## src/rtl/frac_lut.sv

```systemverilog
// frac_lut: fracturable LUT whose truth table is loaded through a daisy-chained shift register.
// Define FRAC_LUT_REG_OUT_EN to register out0/out1 (1-cycle latency); otherwise they are combinational.
module frac_lut #(
   parameter int INPUTS       = 4,
   parameter int MEM_SIZE     = 2**INPUTS,
   parameter int CONFIG_WIDTH = 1
) (
   input  logic                    clk,
   input  logic                    rst,
   input  logic                    config_en,
   input  logic [CONFIG_WIDTH-1:0] config_in,
   output logic [CONFIG_WIDTH-1:0] config_out,
   input  logic                    frac_mode,
   input  logic [INPUTS-1:0]       addr,
   output logic                    out0,
   output logic                    out1,
   output logic                    config_done
);

   localparam int LOADING_CYCLES = MEM_SIZE / CONFIG_WIDTH;
   localparam int CNT_W          = $clog2(LOADING_CYCLES + 1);

   if (INPUTS < 2 || MEM_SIZE != 2**INPUTS || (MEM_SIZE % CONFIG_WIDTH) != 0) begin : g_bad_params
      $error("frac_lut: illegal INPUTS/MEM_SIZE/CONFIG_WIDTH combination");
   end

   logic [MEM_SIZE-1:0] mem;
   logic [MEM_SIZE-1:0] mem_shifted;
   logic [CNT_W-1:0]    cnt;

   // Written as shift-then-insert so it stays legal even when CONFIG_WIDTH == MEM_SIZE.
   always_comb begin
      mem_shifted                   = mem << CONFIG_WIDTH;
      mem_shifted[CONFIG_WIDTH-1:0] = config_in;
   end

   // NOTE: clocked state uses non-blocking (<=) so every flop samples pre-edge values;
   // mem is a plain flop vector (not a RAM macro), so it is reset along with cnt.
   always_ff @(posedge clk) begin
      if (rst) begin
         mem <= '0;
         cnt <= '0;
      end else if (config_en) begin
         mem <= mem_shifted;
         if (cnt != CNT_W'(LOADING_CYCLES))
            cnt <= cnt + CNT_W'(1);
      end
   end

   assign config_done = (cnt == CNT_W'(LOADING_CYCLES));
   assign config_out  = mem[MEM_SIZE-1 -: CONFIG_WIDTH];

   logic [INPUTS-1:0] lo_idx;
   logic [INPUTS-1:0] hi_idx;
   logic              lut0;
   logic              lut1;
   logic              out_en;

   // NOTE: every always_comb output gets a default first, so no path can infer a latch.
   always_comb begin
      lo_idx = addr;
      hi_idx = addr;
      lut1   = 1'b0;
      if (frac_mode) begin
         // Fractured: the MSB picks the half, so lower and upper halves share addr[INPUTS-2:0].
         lo_idx[INPUTS-1] = 1'b0;
         hi_idx[INPUTS-1] = 1'b1;
         lut1             = mem[hi_idx];
      end
      lut0   = mem[lo_idx];
      out_en = config_done & ~config_en;
   end

`ifdef FRAC_LUT_REG_OUT_EN
   always_ff @(posedge clk) begin
      if (rst) begin
         out0 <= 1'b0;
         out1 <= 1'b0;
      end else begin
         out0 <= lut0 & out_en;
         out1 <= lut1 & out_en;
      end
   end
`else
   assign out0 = lut0 & out_en;
   assign out1 = lut1 & out_en;
`endif

endmodule

```

## config.mk

```make
export PLATFORM = sky130hd
export DESIGN_NAME = frac_lut
export DESIGN_NICKNAME = d
export VERILOG_FILES = /design/src/rtl/frac_lut.sv
export SDC_FILE = /design/constraint.sdc
export NUM_CORES = 1
export LEC_CHECK = 0
export ABC_AREA = 1
export CORE_ASPECT_RATIO = 0.8
export CORE_MARGIN = 10
export CORE_UTILIZATION = 52
export CTS_CLUSTER_SIZE = 12
export DETAILED_ROUTE_END_ITERATION = 8
export PLACE_DENSITY = 0.76
export SLEW_MARGIN = 10
export SYNTH_ARGS = -nofsm -noshare
export SYNTH_HDL_FRONTEND = slang
export SYNTH_SLANG_ARGS = --single-unit
```

## constraint.sdc

```tcl
create_clock -name clk -period 3.1 [get_ports clk]
set_clock_uncertainty 0.05 [all_clocks]
set_input_delay 0.62 -clock clk [delete_from_list [all_inputs] [get_ports clk]]
set_output_delay 0.62 -clock clk [all_outputs]
set_load 0.05 [all_outputs]
```

==> results of run 1 <==
metrics by stage:
| step | hold slack (ns) | utilization, % | std cells | total power, mW | worst slack (ns) |
|---|---|---|---|---|---|
| floorplan | 0.389 | - | 149 | 0.353 | 0.694 |
| global placement | 0.403 | 62.1 | 179 | 0.374 | 0.383 |
| detailed placement | 0.417 | 62.1 | 179 | 0.380 | 0.327 |
| CTS | 0.433 | 63.7 | 183 | 0.516 | 0.323 |
| global route | 0.464 | 63.7 | 183 | 0.544 | 0.187 |
| finish | 0.430 | 63.7 | 183 | 0.516 | 0.325 |
per-layer routing:
| layer | wire, um | up-vias | track usage, % |
|---|---|---|---|
| met5 | 0 | - | 0 |
| met4 | 23 | 0 | 4.01 |
| met3 | 152 | 4 | 5.36 |
| met2 | 1070 | 22 | 19.8 |
| met1 | 1090 | 429 | 14.1 |
| li1 | - | 495 | - |
worst max-delay path, cell delays in order:
cell and delay [ns]:
clkdlybuf4s50_1 0.67, inv_2 0.12, nand2_1 0.09, nand3_1 0.07, nand3_1 0.11, nand3_1 0.08, nor2_1 0.17, buf_12 0.16
power breakdown:
group          internal (mW)  total [mW]  leakage (nW)  switching (mW)
sequential             0.286       0.297         0.173          0.0109
combinational         0.0307      0.0776         0.329          0.0469
clock                 0.0494       0.142        0.0139          0.0921
state kept, by name, summed over array words and instances, names as in the netlist:
register and flops:
mem 16, cnt 5
layout make-up:
cell class / count / area (um2)
fill: 172 / 674
multi-input combinational: 100 / 475
sequential: 21 / 420
timing repair buffer: 13 / 148
inverter: 21 / 78.8
tap: 24 / 30.0
clock buffer: 3 / 22.5
clock inverter: 1 / 7.51
cell usage in the layout (no fill, tap or decap):
master,count
o21ai_0,23
clkinvlp_4,1
nor3_1,1
buf_12,2
xnor2_1,1
nand4_1,2
nand3_1,11
dfxtp_1,21
inv_2,2
nand2_1,14
nand2_4,1
a21oi_1,11
ha_1,2
buf_4,1
a21oi_2,1
clkdlybuf4s50_1,10
clkbuf_4,3
inv_1,19
nand2_2,1
nor2_1,32
logic make-up (layout without fill, tap and decap cells):
kind of cell,count (synthesis),after routing,synth area share [%]
and+or+nand+nor,62,62,26.0
xor gates and xnor gates,1,1,0.865
adders and majority gates,2,2,2.47
buffers and inverters,28,38,11.5
DFF,21,21,41.5
AOI/OAI and AO/OA,35,35,17.7
worst max path at each step:
stage	start	end	slack, ns	depth (start not counted)
final	addr[0]	out1	0.33	8
after global routing	addr[0]	out1	0.19	8
after CTS	addr[0]	out1	0.32	8
after detailed placement	addr[0]	out1	0.33	8
after global placement	addr[0]	out1	0.38	8
after floorplan	addr[0]	out1	0.69	7
==> flow_summary.json, run 1 <==
{
  "synth_nets": 160,
  "wire_per_inst_um": 12.8,
  "critPathKind": "input pin to output pin",
  "first_iter_violations": 42,
  "ys_warn_count": 0,
  "p_leak_nw": 0.516,
  "area.growth.synth_to_final_pct": 16.8,
  "core_mm2": 0.00186,
  "rsz0062_at_grt": "false",
  "syn_avg_cell_area_um2": 6.79,
  "overflow": 0,
  "worstRegToRegCells": 10,
  "grtUsageTotal_pct": 12.2,
  "critPathCaptureType": "output pin",
  "holdPathStages": 2,
  "port_buffers": 12,
  "power_density_mw_per_mm2": 436,
  "path_clk_slew_ns": 0.12,
  "fin_area_mm2": 0.00118,
  "root_buffer": "clkbuf_4",
  "synthFlopType": "dfxtp_1",
  "crit_arrival_ns": 2.10,
  "initial_core_util_pct": 54.5,
  "drive_above_1_share_pct": 7.55,
  "ys_types": 20,
  "status": "finished, final reports clean",
  "synth_top_area_share_pct": 41.5,
  "crit_path_max_fanout": 10,
  "io_pins": 13,
  "syn_inst": 149,
  "synth_edf_count": 0,
  "netlist_top_cells_count": "nor2_1, o21ai_0, dfxtp_1, inv_1, nand2_1",
  "clock.fmax_mhz": 360,
  "drt_wl_total_um": 2340,
  "hpwl_um": 1790,
  "grt_max_degree": 21,
  "nNetsFinal": 171,
  "slew_viol_final": 0,
  "clockBufferDepth": 2,
  "clock_latency_ns": 0.32,
  "ys_seq_area_share_pct": 41.5,
  "cts_setup_buffers": 0,
  "timing.final.crit_share_pct": 89.5,
  "max_slew_margin_pct": 66.2,
  "max_cap_violations": 0,
  "hp-class": "register to register",
  "ir_worst_vdd_mv": 0.324,
  "r2r-end": "cnt[2]",
  "die_area_mm2": 0.00412,
  "setup_violations": 0,
  "hold_path_end": "cnt[4]",
  "cts_buffers": 3,
  "cts_hold_buf": 0,
  "grt_pass1_wl_um": 4090,
  "crit_required_ns": 2.43,
  "postRouteAntennaNets": 0,
  "start_kind": "input pin",
  "synthArstFlopShare_pct": 0,
  "r2r_slack_ns": 1.75,
  "yosys.area.top_type": "dfxtp_1",
  "hp-start": "cnt[4]",
  "tns_ns": 0,
  "worst_pin_slew_ns": 0.505,
  "post-synth-top-count-cell": "nor2_1",
  "n_antenna_cell": 0,
  "ctsHtreeMaxLevel": 1,
  "post_dp_cell_area_mm2": 0.00115,
  "ctsResizeCount": 0,
  "r2r_start": "cnt[0]",
  "rows": 14,
  "vias": 950,
  "drc": 0,
  "cts_num_sinks": 21,
  "die_h_um": 59.5,
  "fin_crit_ns": 2.77,
  "cts_tree": "built",
  "die_w_um": 69.3,
  "antenna_found_initial": 0,
  "synth_area_mm2": 0.00101,
  "drt_first_pass_iters": 4,
  "synthTopCellsByArea": "dfxtp_1, nor2_1, o21ai_0, inv_1, a21oi_1",
  "synth.ff_latch_count": 21,
  "gp_congestion": 0.913,
  "hold_viol_final": 0,
  "grt_pass1_vias": 913,
  "routed_via_density": 5.19
}
Power figures use the tool's default switching activity.
==> run 2: changes to the inputs <==
- PLACE_DENSITY: 0.76 -> 0.8
- SETUP_SLACK_MARGIN: unset -> 0.02
==> run 2 against run 1 <==
  * Maximum frequency decreased by 1.3%
  * Setup slack got worse by 0.038 ns
  * Combinational power decreased by 1%
  * Cell count unchanged
  * Via count increased by 0.84%
  * Critical path depth unchanged
  * Clock-buffer cell count increased by 1
  * Largest power group unchanged
  * Highest routed layer unchanged
  * Final area decreased by 0.32%
  * Wire length decreased by 4.6%
==> flow_summary.json, run 2 (synthesized netlist as in run 1, its figures left out) <==
{
  "hp-class": "register to register",
  "max_slew_margin_pct": 65.8,
  "worst_pin_slew_ns": 0.511,
  "postRouteAntennaNets": 0,
  "fin_crit_ns": 2.81,
  "final_cell_mix": "nor2_1, o21ai_0, dfxtp_1",
  "hold_viol_final": 0,
  "met2_usage_pct": 19.0,
  "clock_latency_ns": 0.30,
  "area.growth.synth_to_final_pct": 16.4,
  "port_buffers": 12,
  "vias": 958,
  "use_met3_pct": 3.85,
  "layoutNonFillerInstCount": 183,
  "n_antenna_cell": 0,
  "place_inst": 179,
  "drt_first_pass_iters": 4,
  "grt_busiest_layer": "met2",
  "place_ws_ns": 0.302,
  "cts_setup_buffers": 0,
  "final_util_pct": 63.5,
  "ctsResizeCount": 0,
  "cts_tree": "built",
  "io_pins": 13,
  "drc": 0,
  "power_frac_comb_pct": 15.3,
  "die_w_um": 69.3,
  "r2r_slack_ns": 1.75,
  "p_sw_mw": 0.135,
  "p_leak_nw": 0.517,
  "worstRegToRegCells": 10,
  "hp-start": "cnt[4]",
  "die_area_mm2": 0.00412,
  "ctsHtreeMaxLevel": 1,
  "holdPathStages": 2,
  "setup_violations": 0,
  "crit_required_ns": 2.43,
  "drt_wl_total_um": 2230,
  "tns_ns": 0,
  "clockPowerShare_pct": 25.6,
  "grt_pass1_wl_um": 3860,
  "p_int_mw": 0.366,
  "timing.final.crit_share_pct": 90.7,
  "crit_path_max_fanout": 10,
  "reg.largest.list": "mem (16), cnt (5)",
  "first_iter_violations": 58,
  "hold_path_end": "cnt[4]",
  "largest-register": "mem",
  "rows": 14,
  "hpwl_um": 1720,
  "start_kind": "input pin",
  "r2r-end": "cnt[2]",
  "slew_viol_final": 0,
  "routed_via_density": 5.23,
  "largest_reg_flops": 16,
  "layout_commonest_cell": "nor2_1",
  "setup.worst_path.start": "addr[0]",
  "clockBufferDepth": 2,
  "worst_slack_ns": 0.288,
  "grt_use_met1_pct": 12.8,
  "status": "finished, final reports clean",
  "rsz0062_at_grt": "false",
  "core_mm2": 0.00186,
  "fin_area_mm2": 0.00118,
  "post_dp_cell_area_mm2": 0.00115,
  "path_clk_slew_ns": 0.11,
  "overflow": 0,
  "die_h_um": 59.5,
  "crit_arrival_ns": 2.14,
  "critPathKind": "input pin to output pin",
  "power_density_mw_per_mm2": 425,
  "cts_num_sinks": 21,
  "cts_buffers": 3,
  "clock.fmax_mhz": 356,
  "r2r_start": "cnt[0]",
  "ir_worst_vdd_mv": 0.284,
  "max_cap_violations": 0,
  "grt_max_degree": 25,
  "drive_above_1_share_pct": 6.92,
  "p_seq_share_pct": 59.1,
  "critPathCaptureType": "output pin",
  "netSwitchingFraction_pct": 27.0,
  "wire_per_inst_um": 12.2,
  "root_buffer": "clkbuf_4",
  "gp_congestion": 0.877,
  "initial_core_util_pct": 54.5,
  "grt_pass1_vias": 901,
  "antenna_found_initial": 0,
  "cts_hold_buf": 0,
  "grtUsageTotal_pct": 10.9,
  "nNetsFinal": 171
}
[run 2: changes by cell type in the layout (fill, tap and decap cells not counted), sizes merged]
| cell | delta |
|---|---|
| clkbuf | +1 |
| clkinvlp | -1 |
[run 2: layout make-up]
class	instances	area (um2)
clock buffers	4	26.3
inverters	21	78.8
fillers	180	678
well taps	24	30.0
repair buffers	13	148
flip-flops and latches	21	420
multi-input cells	100	475
[run 2: through the flow]
stage | power [mW] | hold slack, ns
2_1_floorplan | 0.353 | 0.389
3_3_place_gp | 0.374 | 0.401
3_5_place_dp | 0.378 | 0.417
4_1_cts | 0.504 | 0.436
5_1_grt | 0.533 | 0.466
6_report | 0.501 | 0.437
[run 2: worst max-delay path by stage]
stage                      end  slack, ns  cells past startpoint
after floorplan           out1       0.69                      7
after global placement    out1       0.37                      8
after detailed placement  out1       0.30                      8
after CTS                 out1       0.30                      8
after global routing      out1       0.17                      8
final                     out1       0.29                      8
[run 2: metal layers]
metal	part of all wire [%]	up-vias
met5	0	-
met4	0.40	0
met3	5.2	2
met2	47	20
met1	47	438
li1	-	498
[run 2: critical path, stage by stage]
cell and delay, ns:
clkdlybuf4s50_1 0.70, inv_2 0.13, nand2_1 0.09, nand3_1 0.06, nand3_1 0.11, nand3_1 0.08, nor2_1 0.18, buf_12 0.17
[run 2: power groups by stage]
stage	logic [mW]	registers, mW	clock network [mW]
floorplan	0.0512	0.302	0
global route	0.0877	0.298	0.147
global placement	0.0724	0.302	0
CTS	0.0763	0.296	0.131
finish	0.0767	0.296	0.128
detailed placement	0.0760	0.302	0
